==> src/rtl/reg_bank_wb.sv <==
// General-purpose register bank with one active-low write port, two combinational
// read ports and a one-entry write-back staging register. Define REG_BANK_BYPASS_EN
// to forward the staged write to the read ports.
module reg_bank_wb #(
  parameter int WIDTH    = 8,
  parameter int DEPTH    = 8,
  parameter int ZERO_REG = 0
) (
  input  logic                     clk,
  input  logic                     rst_n,
  input  logic                     wr_load_n,
  input  logic [$clog2(DEPTH)-1:0] wr_addr,
  input  logic [WIDTH-1:0]         wr_data,
  input  logic [$clog2(DEPTH)-1:0] rd_a_addr,
  output logic [WIDTH-1:0]         rd_a_data,
  input  logic [$clog2(DEPTH)-1:0] rd_b_addr,
  output logic [WIDTH-1:0]         rd_b_data,
  output logic                     wr_pending
);

  localparam int AW = $clog2(DEPTH);

  logic [WIDTH-1:0] mem_q [DEPTH];
  logic             wb_valid_q, wb_valid_d;
  logic [AW-1:0]    wb_addr_q, wb_addr_d;
  logic [WIDTH-1:0] wb_data_q, wb_data_d;

  // A write to the hardwired zero register is dropped at capture, so it never
  // reaches the staging register and never raises wr_pending.
  always_comb begin
    wb_valid_d = 1'b0;
    wb_addr_d  = wb_addr_q;
    wb_data_d  = wb_data_q;
    if (!wr_load_n && !((ZERO_REG != 0) && (wr_addr == '0))) begin
      wb_valid_d = 1'b1;
      wb_addr_d  = wr_addr;
      wb_data_d  = wr_data;
    end
  end

  // Commit of the staged write and capture of the next one share the same edge.
  always_ff @(posedge clk) begin
    if (!rst_n) begin
      wb_valid_q <= 1'b0;
      wb_addr_q  <= '0;
      wb_data_q  <= '0;
      for (int i = 0; i < DEPTH; i++) begin
        mem_q[i] <= '0;
      end
    end else begin
      wb_valid_q <= wb_valid_d;
      wb_addr_q  <= wb_addr_d;
      wb_data_q  <= wb_data_d;
      if (wb_valid_q) begin
        mem_q[wb_addr_q] <= wb_data_q;
      end
    end
  end

  function automatic logic [WIDTH-1:0] read_port(input logic [AW-1:0] addr);
    logic [WIDTH-1:0] val;
    val = mem_q[addr];
`ifdef REG_BANK_BYPASS_EN
    if (wb_valid_q && (wb_addr_q == addr)) begin
      val = wb_data_q;
    end
`endif
    if ((ZERO_REG != 0) && (addr == '0)) begin
      val = '0;
    end
    return val;
  endfunction

  always_comb begin
    rd_a_data = read_port(rd_a_addr);
    rd_b_data = read_port(rd_b_addr);
  end

  assign wr_pending = wb_valid_q;

endmodule

==> config.mk <==
export PLATFORM = sky130hd
export DESIGN_NAME = reg_bank_wb
export DESIGN_NICKNAME = d
export VERILOG_FILES = /design/src/rtl/reg_bank_wb.sv
export SDC_FILE = /design/constraint.sdc
export NUM_CORES = 1
export LEC_CHECK = 0
export CORE_MARGIN = 2
export CORE_UTILIZATION = 30
export CTS_CLUSTER_DIAMETER = 150
export DETAILED_ROUTE_END_ITERATION = 10
export PLACE_DENSITY = 0.45
export SYNTH_ARGS = -nofsm -noshare
export SYNTH_HDL_FRONTEND = slang
export SYNTH_SLANG_ARGS = --single-unit
export TNS_END_PERCENT = 10
==> constraint.sdc <==
create_clock -name clk -period 1.8 [get_ports clk]
set_input_delay 0.27 -clock clk [delete_from_list [all_inputs] [get_ports clk]]
set_output_delay 0.27 -clock clk [all_outputs]
set_load 0.1 [all_outputs]
[Yosys cells after proc, flatten, opt, wreduce, memory -nomap -nowiden]
Memory sizes are Yosys's and may differ from the RTL's.
Cells that the tools add are included.
Operators by class
  add/sub/neg operators: 0
  shift operators: 0
  bitwise gates (word level): 0
  $mul: 0
  eq/ne operators: 0
  div/mod/pow operators: 0
  reductions and logical operators: 1
  multiplexer cells: 8
  order comparisons: 0
Operator list (count)
  $mux 8: 1
  $reduce_or 8->1: 1
  $mux 1: 6
  $mux 3: 1
Storage, ports and cells
  word-level logic and storage cells: 13
  register bits: 12
  output and inout port bits: 17
  input port bits: 20
  memories kept: 1
  memory bits (writable): 64
  bits in latches: 0
  ROM bits: 0
Memory list
  mem_q: depth 8, width 8, rd ports 2, clocked after Yosys merged registers in 0, wr ports 8, line 23  | logic [WIDTH-1:0] mem_q [DEPTH];

[Logic depth before layout (Yosys ltp)]
Gate-level depths: netlist of the first run.
  depth after elaboration: 5
  depth in mapped cells: 4
  mapped depth without buffers: 2

[Least setup slack after synthesis of the first run]
OpenSTA, ideal clock, no wires.
  path type: reg-to-reg
  from: reg wb_valid_q (netlist: wr_pending)
  to: mem mem_q[2][0] (enable)
  path buffers: 0
  clock period less this slack: 2491 ps
  setup time: 387 ps
  setup slack: -691 ps
  required time: 1413 ps
  data arrival time: 2105 ps
  stages on the path, launching flop included: 3
  path through: dfxtp_1 > nand3_1 > o31ai_1
RTL lines
  start, declared: line 24  | logic wb_valid_q, wb_valid_d;
  start signal, assigned: line 51  | wb_valid_q <= wb_valid_d;
  end, declared: line 23

==> results of run 1 <==
[layer usage]
| metal | part of all wire [%] | global-route usage [%] | up-vias |
|---|---|---|---|
| li1 | - | - | 1160 |
| met5 | 0 | 0 | - |
| met3 | 3.9 | 2.97 | 18 |
| met1 | 45 | 19.9 | 1227 |
| met2 | 49 | 25.8 | 67 |
| met4 | 2.5 | 5.36 | 0 |
[path summary, 6_finish.rpt]
path	cells past startpoint	slack (ns)	endpoint
max reg2reg	3	0.33	mem_q[1][3]$_SDFFCE_PN0P_
max	3	-0.22	rd_b_data[0]
min reg2reg	2	0.52	wb_data_q[0]$_SDFFE_PN0N_
min	2	0.52	wb_data_q[0]$_SDFFE_PN0N_
[sequential cells by signal, summed over array words and instances, names as in the netlist]
name	cells
wb_addr_q	3
wr_pending	1
mem_q	64
wb_data_q	8
[logic make-up (layout without fill, tap and decap cells)]
group,count (synthesis),after routing,share of synthesized area (%)
compound gates,8,8,1.14
mux,59,59,28.3
simple gates,81,81,11.2
buf+inv,36,101,4.71
flops,76,76,54.6
[worst max-delay path, stage by stage, from the launching register on]
cell and delay, ns:
edfxtp_1 0.45, mux4_2 0.49, mux2_4 0.30, buf_12 0.17
[timing repair]
action | CTS | global route
gates cloned | 4 | 0
gates resized for setup | 45 | 9
setup buffers | 0 | 0
setup endpoints to repair | 16 | 16
[power breakdown]
group,internal (uW),switching [uW],total [uW]
Combinational,456,587,1040
Sequential,1980,48.7,2030
Clock,1070,665,1730
[layout make-up]
class                           instances  area, um2
Inverter                                8       30.0
Tap cell                              172        215
Fill cell                            1176       7540
Sequential cell                        76       2160
Clock inverter                          5       55.1
Multi-Input combinational cell        148       1560
Timing Repair Buffer                   77        978
Clock buffer                           11        233
[metrics by stage]
step                      instance area, um2  hold slack, ns  power (uW)
after global placement                  4900           0.502        3040
after detailed placement                4900           0.518        3040
after floorplan                         3970           0.436        2640
final                                   5230           0.521        4800
after CTS                               5260           0.526        4840
after global routing                    5230           0.558        4980
[layout by cell type, fill, tap and decap left out, types with 2 or more instances in the layout]
cell type / synthesis / final
nor4_1: 16 / 16
nor2b_1: 12 / 12
nand2b_1: 2 / 2
mux2_4: 0 / 12
buf_12: 2 / 22
edfxtp_1: 64 / 64
buf_2: 3 / 2
inv_1: 8 / 8
mux2_2: 16 / 4
mux2i_1: 11 / 11
o31ai_2: 0 / 2
buf_4: 0 / 32
bufbuf_16: 0 / 2
dfxtp_1: 12 / 11
mux4_2: 3 / 31
clkdlybuf4s50_1: 0 / 15
nor3_1: 48 / 48
clkbuf_16: 0 / 9
dlygate4sd2_1: 0 / 2
o21ai_1: 0 / 6
buf_16: 0 / 2
clkbuf_1: 17 / 2
==> results.json, run 1 <==
{
  "ir_worst_vdd_uv": 390,
  "track_usage_pct": 15.4,
  "critPathMaxFanout": 2,
  "cts_buffer_depth": 2,
  "clk_pin_slew_ns": 0.06,
  "vias": 2472,
  "root_buffer": "clkbuf_16",
  "finalMaxSlewViolations": 0,
  "remaining_drc_errors": 0,
  "syn_nets": 280,
  "grt_max_degree": 23,
  "finalSetupViolCount": 16,
  "max-cap-violations": 0,
  "avgRoutedWirePerCell_um": 20.6,
  "grt_antenna_before_repair": 0,
  "fin_crit_ns": 2.02,
  "clock_latency_ns": 0.33,
  "die_x_um": 119,
  "crit_type": "reg2out",
  "grt_pass1_vias": 2649,
  "dieArea_mm2": 0.0141,
  "ioPinCount": 37,
  "utilization_pct": 41.0,
  "startpoint_type": "register",
  "finClkSkew_ns": 0.00670,
  "synth-seq-area-share_pct": 54.6,
  "cts_sinks": 76,
  "coreArea_mm2": 0.0128,
  "yosysWarnings": 0,
  "initial_core_util_pct": 31.0,
  "setup.worst_path.start": "mem_q[7][0]$_SDFFCE_PN0P_",
  "grt.overflow.total": 0,
  "power.density_mw_per_mm2": 918,
  "setup_ws_ns": -0.216,
  "drt_iter0_markers": 135,
  "synth_cell_types": 21,
  "tritoncts": "done",
  "yosysTopAreaCellShare_pct": 48.6,
  "final_net_count": 340,
  "avgSynthCellArea_um2": 15.2,
  "violations": "setup timing",
  "crit_arrival_ns": 1.75,
  "synth_top_area_cell": "edfxtp_1",
  "dpl.cell_count": 477,
  "row_count": 41,
  "fin_cells": 497,
  "min_period_over_period_pct": 112,
  "outcome": "complete, but fails checks",
  "diodes": 0,
  "yosysMostFrequentCell": "edfxtp_1",
  "min_path_type": "reg2reg",
  "gp_congestion": 0.746,
  "ys_ff_latch": 76,
  "routed_via_density": 4.97,
  "timing.rr.start": "wb_addr_q[0]$_SDFFE_PN0N_",
  "clock.fmax_mhz": 496,
  "rsz0062_at_grt": "true",
  "drive_above_1_share_pct": 37.8,
  "dr.pass1.iters": 4,
  "netlist_top_cells_area": "edfxtp_1, mux4_1, dfxtp_1, nor3_1, mux2_2",
  "netlist_instances": 260,
  "p_leak_uw": 0.00185,
  "timing.setup.tns_ns": -2.58,
  "die_h_um": 119,
  "dp_hpwl_mm": 6.96,
  "place_worst_setup_slack_ns": -0.541,
  "cts_hold_buf": 0,
  "synth_edf_count": 64,
  "crit_path_end_kind": "output pin",
  "synthTopCellsByCount": "edfxtp_1, nor3_1, mux4_1, clkbuf_1",
  "critical_path_required_ns": 1.53,
  "area_growth_pct": 32.2,
  "io_buffer_count": 36,
  "ant_nets": 0,
  "slew_headroom_pct": 78.2,
  "wl_mm": 10.2,
  "cts_buffers": 9,
  "ys.flop_type": "edfxtp_1",
  "worstHoldStart": "wb_data_q[0]$_SDFFE_PN0N_",
  "grt_pass1_wl_mm": 16.1,
  "async_reset_ff_share_pct": 0,
  "hold_violations": 0,
  "synthesis.area_mm2": 0.00396,
  "htree_levels": 3,
  "worst_pin_slew_ns": 0.326
}
No activity file was read; power rests on OpenSTA's default activity.
==> inputs of run 2 (changes only) <==
- CORE_UTILIZATION: 30 -> 40
- PLACE_DENSITY: 0.45 -> 0.57
==> results.json, run 2 (synthesis results as in run 1) <==
{
  "dieArea_mm2": 0.0107,
  "tritoncts": "done",
  "cts_buffers": 9,
  "routed_via_density": 5.60,
  "ant_nets": 0,
  "mostFrequentLayoutCells": "edfxtp_1, nor3_1, mux4_2",
  "diodes": 0,
  "whs_ns": 0.519,
  "die_x_um": 103,
  "root_buffer": "clkbuf_8",
  "ff2ff_setup_slack_ns": 0.38,
  "coreArea_mm2": 0.00968,
  "grt_antenna_before_repair": 0,
  "htree_levels": 3,
  "clock_latency_ns": 0.35,
  "clk_pin_slew_ns": 0.08,
  "die_h_um": 103,
  "fin_crit_ns": 2.02,
  "timing.setup.tns_ns": -3.19,
  "layout_commonest_cell": "edfxtp_1",
  "drive_above_1_share_pct": 35.2,
  "crit_chain": "mux4_2 > mux2_4 > buf_12",
  "multi_input_area_mm2": 0.00159,
  "cts_buffer_depth": 2,
  "io_buffer_count": 36,
  "row_count": 36,
  "grt_max_degree": 20,
  "grt_pass1_wl_mm": 14.6,
  "top_register": "mem_q",
  "area_growth_pct": 27.4,
  "crit_arrival_ns": 1.75,
  "track_usage_pct": 19.4,
  "wl_mm": 9.36,
  "placed_cell_area_mm2": 0.00479,
  "fin_cells": 448,
  "comb_power_share_pct": 23.0,
  "drt_iter0_markers": 257,
  "ir_worst_vdd_uv": 417,
  "internal_power_uw": 3190,
  "switching_share_pct": 27.7,
  "finalMaxSlewViolations": 0,
  "seqPwrFrac_pct": 45.9,
  "critPathMaxFanout": 2,
  "critical_path_required_ns": 1.53,
  "ff_latch_area_mm2": 0.00216,
  "power.density_mw_per_mm2": 875,
  "critPathSlowestCell": "mux4_2",
  "utilization_pct": 52.1,
  "min_to": "wb_data_q[7]$_SDFFE_PN0N_",
  "crit_path_end_kind": "output pin",
  "ioPinCount": 37,
  "grt.overflow.total": 0,
  "vias": 2509,
  "p_leak_uw": 0.00180,
  "finalSetupViolCount": 16,
  "max_stage_delay_ns": 0.50,
  "max-cap-violations": 0,
  "largest_register_ffs": 64,
  "outcome": "complete, but fails checks",
  "min_period_over_period_pct": 112,
  "dp_hpwl_mm": 6.39,
  "final_net_count": 331,
  "min_path_type": "reg2reg",
  "crit_type": "reg2out",
  "worst_pin_slew_ns": 0.325,
  "finClkSkew_ns": 0.00955,
  "dr.pass1.iters": 5,
  "fillers": 819,
  "violations": "setup timing",
  "setup_ws_ns": -0.219,
  "postCtsSetupRepairBufs": 0,
  "rsz0062_at_grt": "true",
  "startpoint_type": "register",
  "initial_core_util_pct": 40.9,
  "clockPowerShare_pct": 31.1,
  "gp_congestion": 0.741,
  "clock.fmax_mhz": 495,
  "top_regs": "mem_q (64), wb_data_q (8), wb_addr_q (3)",
  "p_switching_uw": 1220,
  "remaining_drc_errors": 0,
  "slew_headroom_pct": 78.3,
  "reg2reg_depth": 4,
  "holdPathStages": 2,
  "timing.rr.start": "wb_addr_q[2]$_SDFFE_PN0N_",
  "worstHoldStart": "wb_data_q[7]$_SDFFE_PN0N_",
  "hold_violations": 0,
  "postLayoutCellArea_mm2": 0.00504,
  "avgRoutedWirePerCell_um": 20.9,
  "dpl.cell_count": 430,
  "cts_sinks": 76,
  "grt_pass1_vias": 2509,
  "worst_r2r_endpoint": "mem_q[1][4]$_SDFFCE_PN0P_"
}
run 2: area by class of cell:
cell class / instances / area share, %
flip-flops and latches: 76 / 42.9
multi-input cells: 148 / 31.5
repair buffers: 68 / 17.6
well taps: 133 / 3.30
clock buffers: 10 / 2.53
clock inverters: 5 / 1.54
inverters: 8 / 0.595
run 2: per-stage QoR:
step	total power, uW	worst slack [ns]
5_1_grt	4560	-0.268
6_report	4410	-0.219
4_1_cts	4440	-0.234
3_3_place_gp	3010	-0.552
2_1_floorplan	2640	-0.0971
3_5_place_dp	3020	-0.526
run 2: timing repair:
action / CTS / global route
endpoints found under the setup margin: 16 / 16
cloned: 3 / 0
hold buffers: 0 / 0
resized for setup: 44 / 10
run 2: worst max-delay path by stage:
stage,start,endpoint,slack (ns),cells after the start
after floorplan,wr_pending$_SDFF_PN0_,mem_q[2][0]$_SDFFCE_PN0P_,-0.1,2
after global placement,rd_b_addr[0],rd_b_data[2],-0.55,5
after detailed placement,rd_b_addr[0],rd_b_data[2],-0.53,5
after CTS,mem_q[5][0]$_SDFFCE_PN0P_,rd_b_data[0],-0.23,3
after global routing,mem_q[5][0]$_SDFFCE_PN0P_,rd_a_data[0],-0.27,3
final,mem_q[5][2]$_SDFFCE_PN0P_,rd_a_data[2],-0.22,3
run 2: per-layer routing:
metal	share of wire (%)	routed length [um]	track usage, %	vias to the layer above
li1	-	-	-	1140
met1	42	3920	27.5	1238
met2	49	4550	30.3	117
met3	7.4	694	2.76	14
met4	2.0	189	7.89	0
met5	0	0	0	-
run 2: worst max-delay path: cells and delay by family (launching register included):
family	cells	cell delay, ns
buffers and inverters	1	0.17
flip-flops	1	0.44
multiplexers	2	0.80
run 2: power groups by stage:
stage	Clock, uW	Sequential, uW	Combinational (uW)
2_1_floorplan	0	2040	601
3_3_place_gp	0	2060	953
3_5_place_dp	0	2060	957
4_1_cts	1400	2030	1010
5_1_grt	1470	2040	1060
6_report	1370	2030	1010
